==> src/rtl/mips_core_pkg.sv <==
// rtl/mips_core_pkg.sv - shared core types for branch tracking
package mips_core_pkg;

    localparam int ADDR_WIDTH = 32;

    typedef enum logic {
        NOT_TAKEN = 1'b0,
        TAKEN     = 1'b1
    } BranchOutcome;

    typedef struct packed {
        logic [ADDR_WIDTH-1:0] pc;
        logic [ADDR_WIDTH-1:0] target;
        BranchOutcome          prediction;
        BranchOutcome          outcome;
    } brq_entry_t;

    // A taken branch to the wrong place is as much a mispredict as a wrong direction.
    function automatic logic is_mispredict(
        input BranchOutcome          prediction,
        input BranchOutcome          outcome,
        input logic [ADDR_WIDTH-1:0] predicted_target,
        input logic [ADDR_WIDTH-1:0] actual_target
    );
        return (outcome != prediction) ||
               ((outcome == TAKEN) && (actual_target != predicted_target));
    endfunction

endpackage

==> src/rtl/branch_resolution_queue_if.sv <==
// rtl/branch_resolution_queue_if.sv - predict/resolve/feedback bundle of the branch queue
interface branch_resolution_queue_if #(
    parameter int DEPTH = 8
);
    import mips_core_pkg::*;

    localparam int TAG_W = $clog2(DEPTH);

    logic                  i_pred_valid;
    logic [ADDR_WIDTH-1:0] i_pred_pc;
    logic [ADDR_WIDTH-1:0] i_pred_target;
    BranchOutcome          i_pred_prediction;
    logic                  o_pred_ready;
    logic [TAG_W-1:0]      o_pred_tag;

    logic                  i_res_valid;
    logic [TAG_W-1:0]      i_res_tag;
    BranchOutcome          i_res_outcome;
    logic [ADDR_WIDTH-1:0] i_res_target;

    logic                  o_mispredict;
    logic [ADDR_WIDTH-1:0] o_redirect_pc;

    logic                  o_fb_valid;
    logic [ADDR_WIDTH-1:0] o_fb_pc;
    BranchOutcome          o_fb_prediction;
    BranchOutcome          o_fb_outcome;

    logic [31:0]           o_branch_count;
    logic [31:0]           o_mispredict_count;

    modport slave (
        input  i_pred_valid, i_pred_pc, i_pred_target, i_pred_prediction,
        output o_pred_ready, o_pred_tag,
        input  i_res_valid, i_res_tag, i_res_outcome, i_res_target,
        output o_mispredict, o_redirect_pc,
        output o_fb_valid, o_fb_pc, o_fb_prediction, o_fb_outcome,
        output o_branch_count, o_mispredict_count
    );

    modport master (
        output i_pred_valid, i_pred_pc, i_pred_target, i_pred_prediction,
        input  o_pred_ready, o_pred_tag,
        output i_res_valid, i_res_tag, i_res_outcome, i_res_target,
        input  o_mispredict, o_redirect_pc,
        input  o_fb_valid, o_fb_pc, o_fb_prediction, o_fb_outcome,
        input  o_branch_count, o_mispredict_count
    );

endinterface

==> src/rtl/branch_stats_counter.sv <==
// rtl/branch_stats_counter.sv - wrapping retired-branch and mispredict counters
module branch_stats_counter (
    input  logic        clk,
    input  logic        rst_n,
    input  logic        inc_branch,
    input  logic        inc_mispredict,
    output logic [31:0] branch_count,
    output logic [31:0] mispredict_count
);

    always_ff @(posedge clk or negedge rst_n) begin
        if (!rst_n) begin
            branch_count     <= '0;
            mispredict_count <= '0;
        end else begin
            if (inc_branch)
                branch_count <= branch_count + 32'd1;
            if (inc_mispredict)
                mispredict_count <= mispredict_count + 32'd1;
        end
    end

endmodule

==> src/rtl/branch_resolution_queue.sv <==
// rtl/branch_resolution_queue.sv - in-flight branch tracker: mispredict redirect, squash, in-order feedback
module branch_resolution_queue #(
    parameter int DEPTH              = 8,
    parameter int FALLTHROUGH_OFFSET = 8
) (
    input  logic                      clk,
    input  logic                      rst_n,
    branch_resolution_queue_if.slave  bus
);
    import mips_core_pkg::*;

    localparam int TAG_W = $clog2(DEPTH);

    typedef logic [TAG_W:0]   ptr_t;
    typedef logic [TAG_W-1:0] idx_t;

    ptr_t             head;
    ptr_t             tail;
    ptr_t             count;
    idx_t             head_idx;
    idx_t             tail_idx;
    logic [DEPTH-1:0] valid;
    logic [DEPTH-1:0] resolved;
    brq_entry_t       entries [DEPTH];

    logic             res_hit;
    logic             res_misp;
    logic             alloc;
    logic             retire;
    idx_t             res_offset;
    ptr_t             squash_tail;
    logic [ADDR_WIDTH-1:0] redirect_next;

    logic [DEPTH-1:0] alloc_mask;
    logic [DEPTH-1:0] resolve_mask;
    logic [DEPTH-1:0] retire_mask;
    logic [DEPTH-1:0] squash_mask;

    logic                  fb_valid;
    logic [ADDR_WIDTH-1:0] fb_pc;
    BranchOutcome          fb_prediction;
    BranchOutcome          fb_outcome;
    logic                  mispredict;
    logic [ADDR_WIDTH-1:0] redirect_pc;

    assign count    = tail - head;
    assign head_idx = head[TAG_W-1:0];
    assign tail_idx = tail[TAG_W-1:0];

    assign bus.o_pred_ready = (count != ptr_t'(DEPTH));
    assign bus.o_pred_tag   = tail_idx;

    // Stale, squashed and duplicate tags fail this test and leave no trace.
    assign res_hit  = bus.i_res_valid && valid[bus.i_res_tag] && !resolved[bus.i_res_tag];
    assign res_misp = res_hit && is_mispredict(entries[bus.i_res_tag].prediction,
                                               bus.i_res_outcome,
                                               entries[bus.i_res_tag].target,
                                               bus.i_res_target);

    // A wrong-path allocation racing a mispredict must not survive the squash.
    assign alloc  = bus.i_pred_valid && bus.o_pred_ready && !res_misp;
    assign retire = valid[head_idx] && resolved[head_idx];

    // Tail is rebuilt from head so the wrap bit stays consistent.
    assign res_offset  = bus.i_res_tag - head_idx;
    assign squash_tail = head + ptr_t'(res_offset) + ptr_t'(1);

    assign redirect_next = (bus.i_res_outcome == TAKEN)
                         ? bus.i_res_target
                         : entries[bus.i_res_tag].pc + ADDR_WIDTH'(FALLTHROUGH_OFFSET);

    always_comb begin
        alloc_mask   = '0;
        resolve_mask = '0;
        retire_mask  = '0;
        squash_mask  = '0;
        if (alloc)
            alloc_mask[tail_idx] = 1'b1;
        if (res_hit)
            resolve_mask[bus.i_res_tag] = 1'b1;
        if (retire)
            retire_mask[head_idx] = 1'b1;
        for (int i = 0; i < DEPTH; i++) begin
            if (res_misp && (idx_t'(idx_t'(i) - head_idx) > res_offset))
                squash_mask[i] = 1'b1;
        end
    end

    always_ff @(posedge clk or negedge rst_n) begin
        if (!rst_n) begin
            head     <= '0;
            tail     <= '0;
            valid    <= '0;
            resolved <= '0;
        end else begin
            valid    <= (valid & ~squash_mask & ~retire_mask) | alloc_mask;
            resolved <= (resolved | resolve_mask) & ~squash_mask & ~retire_mask & ~alloc_mask;
            if (retire)
                head <= head + ptr_t'(1);
            if (res_misp)
                tail <= squash_tail;
            else if (alloc)
                tail <= tail + ptr_t'(1);
        end
    end

    // Payload needs no reset: valid/resolved gate every read.
    always_ff @(posedge clk) begin
        if (alloc) begin
            entries[tail_idx].pc         <= bus.i_pred_pc;
            entries[tail_idx].target     <= bus.i_pred_target;
            entries[tail_idx].prediction <= bus.i_pred_prediction;
            entries[tail_idx].outcome    <= NOT_TAKEN;
        end
        if (res_hit)
            entries[bus.i_res_tag].outcome <= bus.i_res_outcome;
    end

    always_ff @(posedge clk or negedge rst_n) begin
        if (!rst_n) begin
            fb_valid      <= 1'b0;
            fb_pc         <= '0;
            fb_prediction <= NOT_TAKEN;
            fb_outcome    <= NOT_TAKEN;
            mispredict    <= 1'b0;
            redirect_pc   <= '0;
        end else begin
            fb_valid   <= retire;
            mispredict <= res_misp;
            if (retire) begin
                fb_pc         <= entries[head_idx].pc;
                fb_prediction <= entries[head_idx].prediction;
                fb_outcome    <= entries[head_idx].outcome;
            end
            if (res_misp)
                redirect_pc <= redirect_next;
        end
    end

    assign bus.o_fb_valid      = fb_valid;
    assign bus.o_fb_pc         = fb_pc;
    assign bus.o_fb_prediction = fb_prediction;
    assign bus.o_fb_outcome    = fb_outcome;
    assign bus.o_mispredict    = mispredict;
    assign bus.o_redirect_pc   = redirect_pc;

    branch_stats_counter u_stats (
        .clk              (clk),
        .rst_n            (rst_n),
        .inc_branch       (retire),
        .inc_mispredict   (res_misp),
        .branch_count     (bus.o_branch_count),
        .mispredict_count (bus.o_mispredict_count)
    );

endmodule
==> src/flat_wrapper.sv <==
// flat-port wrapper written by rule: the top's interface ports become plain ports
module branch_resolution_queue_flat import mips_core_pkg::*;
#(
    parameter int DEPTH              = 8,
    parameter int FALLTHROUGH_OFFSET = 8
)
  (clk, rst_n, bus_i_pred_valid, bus_i_pred_pc, bus_i_pred_target, bus_i_pred_prediction, bus_o_pred_ready, bus_o_pred_tag, bus_i_res_valid, bus_i_res_tag, bus_i_res_outcome, bus_i_res_target, bus_o_mispredict, bus_o_redirect_pc, bus_o_fb_valid, bus_o_fb_pc, bus_o_fb_prediction, bus_o_fb_outcome, bus_o_branch_count, bus_o_mispredict_count);
  branch_resolution_queue_if #(.DEPTH(DEPTH)) bus_i ();
  input  logic clk;
  input  logic rst_n;
  input wire logic [$bits(bus_i.i_pred_valid)-1:0] bus_i_pred_valid;
  input wire logic [$bits(bus_i.i_pred_pc)-1:0] bus_i_pred_pc;
  input wire logic [$bits(bus_i.i_pred_target)-1:0] bus_i_pred_target;
  input wire logic [$bits(bus_i.i_pred_prediction)-1:0] bus_i_pred_prediction;
  output wire logic [$bits(bus_i.o_pred_ready)-1:0] bus_o_pred_ready;
  output wire logic [$bits(bus_i.o_pred_tag)-1:0] bus_o_pred_tag;
  input wire logic [$bits(bus_i.i_res_valid)-1:0] bus_i_res_valid;
  input wire logic [$bits(bus_i.i_res_tag)-1:0] bus_i_res_tag;
  input wire logic [$bits(bus_i.i_res_outcome)-1:0] bus_i_res_outcome;
  input wire logic [$bits(bus_i.i_res_target)-1:0] bus_i_res_target;
  output wire logic [$bits(bus_i.o_mispredict)-1:0] bus_o_mispredict;
  output wire logic [$bits(bus_i.o_redirect_pc)-1:0] bus_o_redirect_pc;
  output wire logic [$bits(bus_i.o_fb_valid)-1:0] bus_o_fb_valid;
  output wire logic [$bits(bus_i.o_fb_pc)-1:0] bus_o_fb_pc;
  output wire logic [$bits(bus_i.o_fb_prediction)-1:0] bus_o_fb_prediction;
  output wire logic [$bits(bus_i.o_fb_outcome)-1:0] bus_o_fb_outcome;
  output wire logic [$bits(bus_i.o_branch_count)-1:0] bus_o_branch_count;
  output wire logic [$bits(bus_i.o_mispredict_count)-1:0] bus_o_mispredict_count;
  assign bus_i.i_pred_valid = bus_i_pred_valid;
  assign bus_i.i_pred_pc = bus_i_pred_pc;
  assign bus_i.i_pred_target = bus_i_pred_target;
  assign bus_i.i_pred_prediction = bus_i_pred_prediction;
  assign bus_o_pred_ready = bus_i.o_pred_ready;
  assign bus_o_pred_tag = bus_i.o_pred_tag;
  assign bus_i.i_res_valid = bus_i_res_valid;
  assign bus_i.i_res_tag = bus_i_res_tag;
  assign bus_i.i_res_outcome = bus_i_res_outcome;
  assign bus_i.i_res_target = bus_i_res_target;
  assign bus_o_mispredict = bus_i.o_mispredict;
  assign bus_o_redirect_pc = bus_i.o_redirect_pc;
  assign bus_o_fb_valid = bus_i.o_fb_valid;
  assign bus_o_fb_pc = bus_i.o_fb_pc;
  assign bus_o_fb_prediction = bus_i.o_fb_prediction;
  assign bus_o_fb_outcome = bus_i.o_fb_outcome;
  assign bus_o_branch_count = bus_i.o_branch_count;
  assign bus_o_mispredict_count = bus_i.o_mispredict_count;
  branch_resolution_queue #(.DEPTH(DEPTH), .FALLTHROUGH_OFFSET(FALLTHROUGH_OFFSET)) u_core (.clk(clk), .rst_n(rst_n), .bus(bus_i));
endmodule
==> config.mk <==
export PLATFORM = sky130hd
export DESIGN_NAME = branch_resolution_queue_flat
export DESIGN_NICKNAME = d
export VERILOG_FILES = /design/src/rtl/mips_core_pkg.sv /design/src/rtl/branch_resolution_queue_if.sv /design/src/rtl/branch_stats_counter.sv /design/src/rtl/branch_resolution_queue.sv /design/src/flat_wrapper.sv
export SDC_FILE = /design/constraint.sdc
export NUM_CORES = 1
export LEC_CHECK = 0
export ABC_AREA = 1
export BUFFER_PORTS_ARGS = -buffer_cell sky130_fd_sc_hd__buf_2
export CAP_MARGIN = 25
export CORE_ASPECT_RATIO = 1.25
export CORE_MARGIN = 5
export CORE_UTILIZATION = 47
export CTS_CLUSTER_SIZE = 28
export DETAILED_ROUTE_END_ITERATION = 6
export MAX_ROUTING_LAYER = met4
export SYNTH_ARGS = -nofsm -noshare
export SYNTH_HDL_FRONTEND = slang
export SYNTH_SLANG_ARGS = --single-unit
==> constraint.sdc <==
create_clock -name clk -period 6.7 [get_ports clk]
set_clock_uncertainty 0.05 [all_clocks]
set_input_delay 2.01 -clock clk [delete_from_list [all_inputs] [get_ports clk]]
set_output_delay 2.01 -clock clk [all_outputs]
set_load 0.005 [all_outputs]
# ---- Word level (Yosys, flattened, before mapping)
# Memory sizes are Yosys's and may differ from the RTL's. A register that Yosys moved wholly into a read port is not among the register bits.
# Cells that the tools add are included.
dict set report word_totals {
  out_inout_bits 136
  ramBits 528
  n_memories 1
  word_cells 109
  reg_bits 122
}
# memory depth width read_ports rd_clocked_by_memory_dff write_ports line_no
set memory_table {}
lappend memory_table {u_core.entries 8 66 2 1 2 branch_resolution_queue.sv:24} ;# brq_entry_t entries [DEPTH];
dict set report op_classes {
  n_addsub 17
  reduce_logical 23
  magnitude_cmp 14
  eq_ne 3
  n_mux 32
  n_bitwise 10
}
# operator n
set op_table {}
lappend op_table {{$add 32x1->32 const B} 2}
lappend op_table {{$and 8x8->8} 5}
lappend op_table {{$add 32x4->32 const B} 1}
lappend op_table {{$mux 32} 1}
lappend op_table {{$ne 32x32->1} 1}
lappend op_table {{$gt 3x3->1} 8}
lappend op_table {{$mux 8} 3}
lappend op_table {{$not 8->8} 3}
lappend op_table {{$mux 1} 19}
lappend op_table {{$logic_and 1x1->1} 18}
lappend op_table {{$or 8x8->8} 2}
lappend op_table {{$add 4x1->4 const B} 3}
lappend op_table {{$bmux 1 s3} 4}
lappend op_table {{$lt 3x4->1 const B} 3}
lappend op_table {{$sub 3x3->3 const A} 4}
lappend op_table {{$demux 1 s3} 3}
lappend op_table {{$ge 3x1->1 const B} 3}
lappend op_table {{$mux 4} 2}
lappend op_table {{$sub 1x3->3 const A} 2}
lappend op_table {{$sub 2x3->3 const A} 2}
lappend op_table {{$add 4x3->4} 1}
lappend op_table {{$ne 4x4->1 const B} 1}
lappend op_table {{$sub 4x4->4} 1}
lappend op_table {{$logic_not 1->1} 3}
lappend op_table {{other kinds (4)} 4}

# ---- Depth between registers and ports, before layout
dict set report depth {
  ltp_word 11
  ltp_mapped 22
  ltp_nobuf 19
}

# ---- Hierarchy
# From an unflattened synthesis, not the netlist that was laid out.
dict set report hier_totals {
  hier_cells 3652
  area_unflattened_um2 33226.9
}
# module cells_each n_inst area_per_inst_um2
set by_module_without_submodules {}
lappend by_module_without_submodules {branch_resolution_queue 3235 1 29822.4}
lappend by_module_without_submodules {branch_stats_counter 417 1 3404.5}

# ---- Least setup slack after synthesis
# Ideal clock, no wire load.
dict set report synth_timing {
  path_kind {input -> register}
  from {in bus_i_res_tag[0]}
  to {mem u_core.entries[0][10] (netlist name), enable pin}
  path_slack_ps -235
  stages 18
  n_path_buf 3
  arrival_ps 6395
  setup_ps 490
  required_ps 6160
  cell_sequence {buf_2 inv_2 buf_2 buf_2 nand2_1 nand3_1 nand2_1 o21ai_0 nand2_1 nor2_1 nand2_1 nor2_1 nand2_1 nor2_1 nand2_1 nand2_1 nand2_1 nor2_1}
}
# element line_no
set synth_rtl {}
lappend synth_rtl {{start: declaration} flat_wrapper.sv:18} ;# input wire logic [$bits(bus_i.i_res_tag)-1:0] bus_i_res_tag;
lappend synth_rtl {{end: declaration} branch_resolution_queue.sv:24}

==> metrics <==
status complete, no violations; Synth top area share 0.4770; top_reg_cell synth edfxtp_1; Crit path top cell by count nand2_1; CP Data Required Time ~6.9 ns; Final Setup Violations 0; Hold Path Class register to register; grt ovf 0; Worst setup EP type register; H-tree Lvls 3; vias in the first global route 25,095; pre-CTS setup slack 0.6670 ns; syn_area_per_cell approximately 9.0 µm²; Peak VDD IR ~0.25 mV; RSZ-0062 raised after global routing false; clk sinks 684; max-cap violation count 0; largest net degree at the start of global routing a little under 100; deepest clock path buffer count 3; synthesized instance count about 3,700; CTS buffer count 73; clk slew on worst S/H paths approximately 0.06 ns; Fillers 6,478; core area ~70,000 µm²; critical path launch point bus_i_res_tag[1]; HP Start u_core.u_stats.branch_count[31]; Mapped Area ~33,000 µm²; DIE AREA 76,180 µm²; Setup Crit Path Kind input pin to register; post-synthesis register bit count 684; Yosys Warn Count 0; FF+latch area between 15,000 and 20,000 µm²; CP max FO 50; register area share after synthesis 0.5944; final std cells w/o fill between 4,000 and 5,000; pwr dens roughly 380 nW/µm²; nets@finish just over 4,000; WL final 104.4 mm; PostCTS Resize Cnt 0; Pins Over Slew Limit 0; P&R area growth vs syn 15.08%; fin crit period ~5.5 ns; First-pass DRT Iterations 5; clock latency on the worst-skew pair between 0.6 and 0.7 ns; vias per cell ~5.4; CTS Root Buffer Type clkbuf_16; number of flops mapped to enable cells by yosys around 530; Max stage delay cell, worst path buf_4; row cnt ~110; first-pass GRT wire length around 150 mm; period utilization 0.8146; Critical R2R Launch u_core.head[1]; Final WS setup 1.242 ns; vias 26,516; Post-CTS Setup Inserts 0; Synth async-reset ratio 0.2281; number of port buffers 240; final hold vios 0; initial antenna violation count 9; die height 307.3 µm; DRT iter0 DRCs around 2,400; Global Route Usage Sum 0.2769; # IOs approximately 240; slew margin rel. 0.3459; Net Count, Synth around 3,800; area leader, netlist edfxtp_1; WL per Instance around 21 µm; DR DRC count 0; f_max about 0.18 GHz; initial core utilization 0.4724; layout cells sized above 1 0.1181; CTS tree built; Multi-input gate area 11,470 µm²; crit path DAT 5.67 ns; Crit path largest cell delay ~0.44 ns; Synth area leaders edfxtp_1, nand2_1, dfrtp_1, o21ai_0, inv_1; routability cong. about 0.93; detailed placer's ending HPWL 67.26 mm; crit-path cells buf_2 -> inv_2 -> nor2_4 -> buf_4 -> nand3_1 -> nand2_1 -> nor2_1 -> nand2_1 -> nand2_1 -> nor2_1 -> nand2_1 -> nor2_1 -> nand2_1 -> nor2_1 -> nand2_1 -> nand2_4 -> buf_4 -> nand3_1 -> clkinv_2 -> buf_4; P_leak 16.44 nW; Inst Count DP ~4,800; synth unique cells roughly 40; Tightest Pin Transition 0.9812 ns; antenna viol nets, final 0; Chip Width 247.9 µm; startpoint types input pin; Hold Buf Count CTS 0
[cells by family after synthesis]
group	Yosys count	synth area share
buffers and inverters	521	0.06245
DFF	684	0.5944
and+or+nand+nor	1813	0.2190
xor gates and xnor gates	76	0.02002
adders and majority gates	37	0.01415
AOI/OAI and AO/OA	548	0.08992
[per-layer routing]
| layer | global-route usage | share of wire | vias to the layer above |
|---|---|---|---|
| li1 | - | - | 12621 |
| met1 | 0.3560 | 0.41 | 12657 |
| met2 | 0.4452 | 0.48 | 1040 |
| met3 | 0.04106 | 0.072 | 198 |
| met4 | 0.1101 | 0.040 | 0 |
| met5 | - | 0 | - |
[final timing paths]
path                                              endpoint  slack [ns]  cells after the start
max reg2reg                          u_core.entries[5][42]        2.42                     11
min in group asynchronous  u_core.u_stats.branch_count[12]        1.45                      1
min reg2reg                u_core.u_stats.branch_count[31]        0.42                      1
max                                  u_core.entries[7][63]        1.24                     20
min                        u_core.u_stats.branch_count[31]        0.42                      1
max in group asynchronous     u_core.bus.o_redirect_pc[10]        4.16                      2
[through the flow]
step	instance area (µm²)	total power, mW	utilization	hold slack, ns	TNS [ns]
finish	38250	14.41	0.5436	0.4171	0
global route	38250	15.22	0.5435	0.4377	0
CTS	38210	14.49	0.5429	0.4196	0
detailed placement	35660	10.20	0.5067	0.4100	0
global placement	35620	10.14	0.5062	0.4039	0
floorplan	33240	8.496	-	0.4147	-107.14
[layout make-up]
class,instances,share of cell area
flip-flops and latches,684,0.5167
well taps,943,0.03084
diodes,8,0.0005233
inverters,346,0.03408
multi-input cells,2474,0.2997
clock inverters,39,0.01236
clock buffers,97,0.05420
repair buffers,313,0.05155
[layout by cell type (no fill, tap or decap), drive strengths merged, types with 34 or more instances in the layout]
master     n
a21oi    123
nand2   1215
dfrtp    156
o211ai    36
nand4     34
ha        36
clkbuf    98
xor2      53
nor3      42
o21ai    316
nand3    154
edfxtp   528
nor2     327
buf      312
inv      348
[registers in the layout, indices dropped and copies added, names as in the netlist, 4 cells and up]
register	cells
u_core.bus.o_redirect_pc	32
u_core.entries	528
u_core.tail	4
u_core.valid	8
u_core.u_stats.mispredict_count	32
u_core.head	4
u_core.u_stats.branch_count	32
u_core.bus.o_fb_pc	32
u_core.resolved	8
[report_power, final]
group	switching (mW)	leakage (nW)	internal (mW)
Clock	1.73	1.23	2.55
Combinational	2.88	8.42	1.32
Sequential	0.494	6.79	5.44
[worst max-delay path, delay by kind of cell]
| kind | cells | cell delay, ns |
|---|---|---|
| buf+inv | 6 | 1.91 |
| simple gates | 14 | 1.68 |
[synthesized netlist by cell type, drive strengths merged (2+ instances only)]
library cell and n:
o211ai 36, a221oi 11, o22ai 20, nor2 327
nand2 1215, edfxtp 528, buf 86, o21ai 316
xnor2 23, clkbuf 89, clkinv 2, a31oi 22
o2bb2ai 2, nor4 8, nand4 34, inv 344
a21oi 123, o21bai 7, xor2 53, nand3 154
or2 14, a22o 2, a22oi 4, ha 36
dfrtp 156, nor3 42, and2 2, nand3b 16
(Power assumes the default switching activity.)
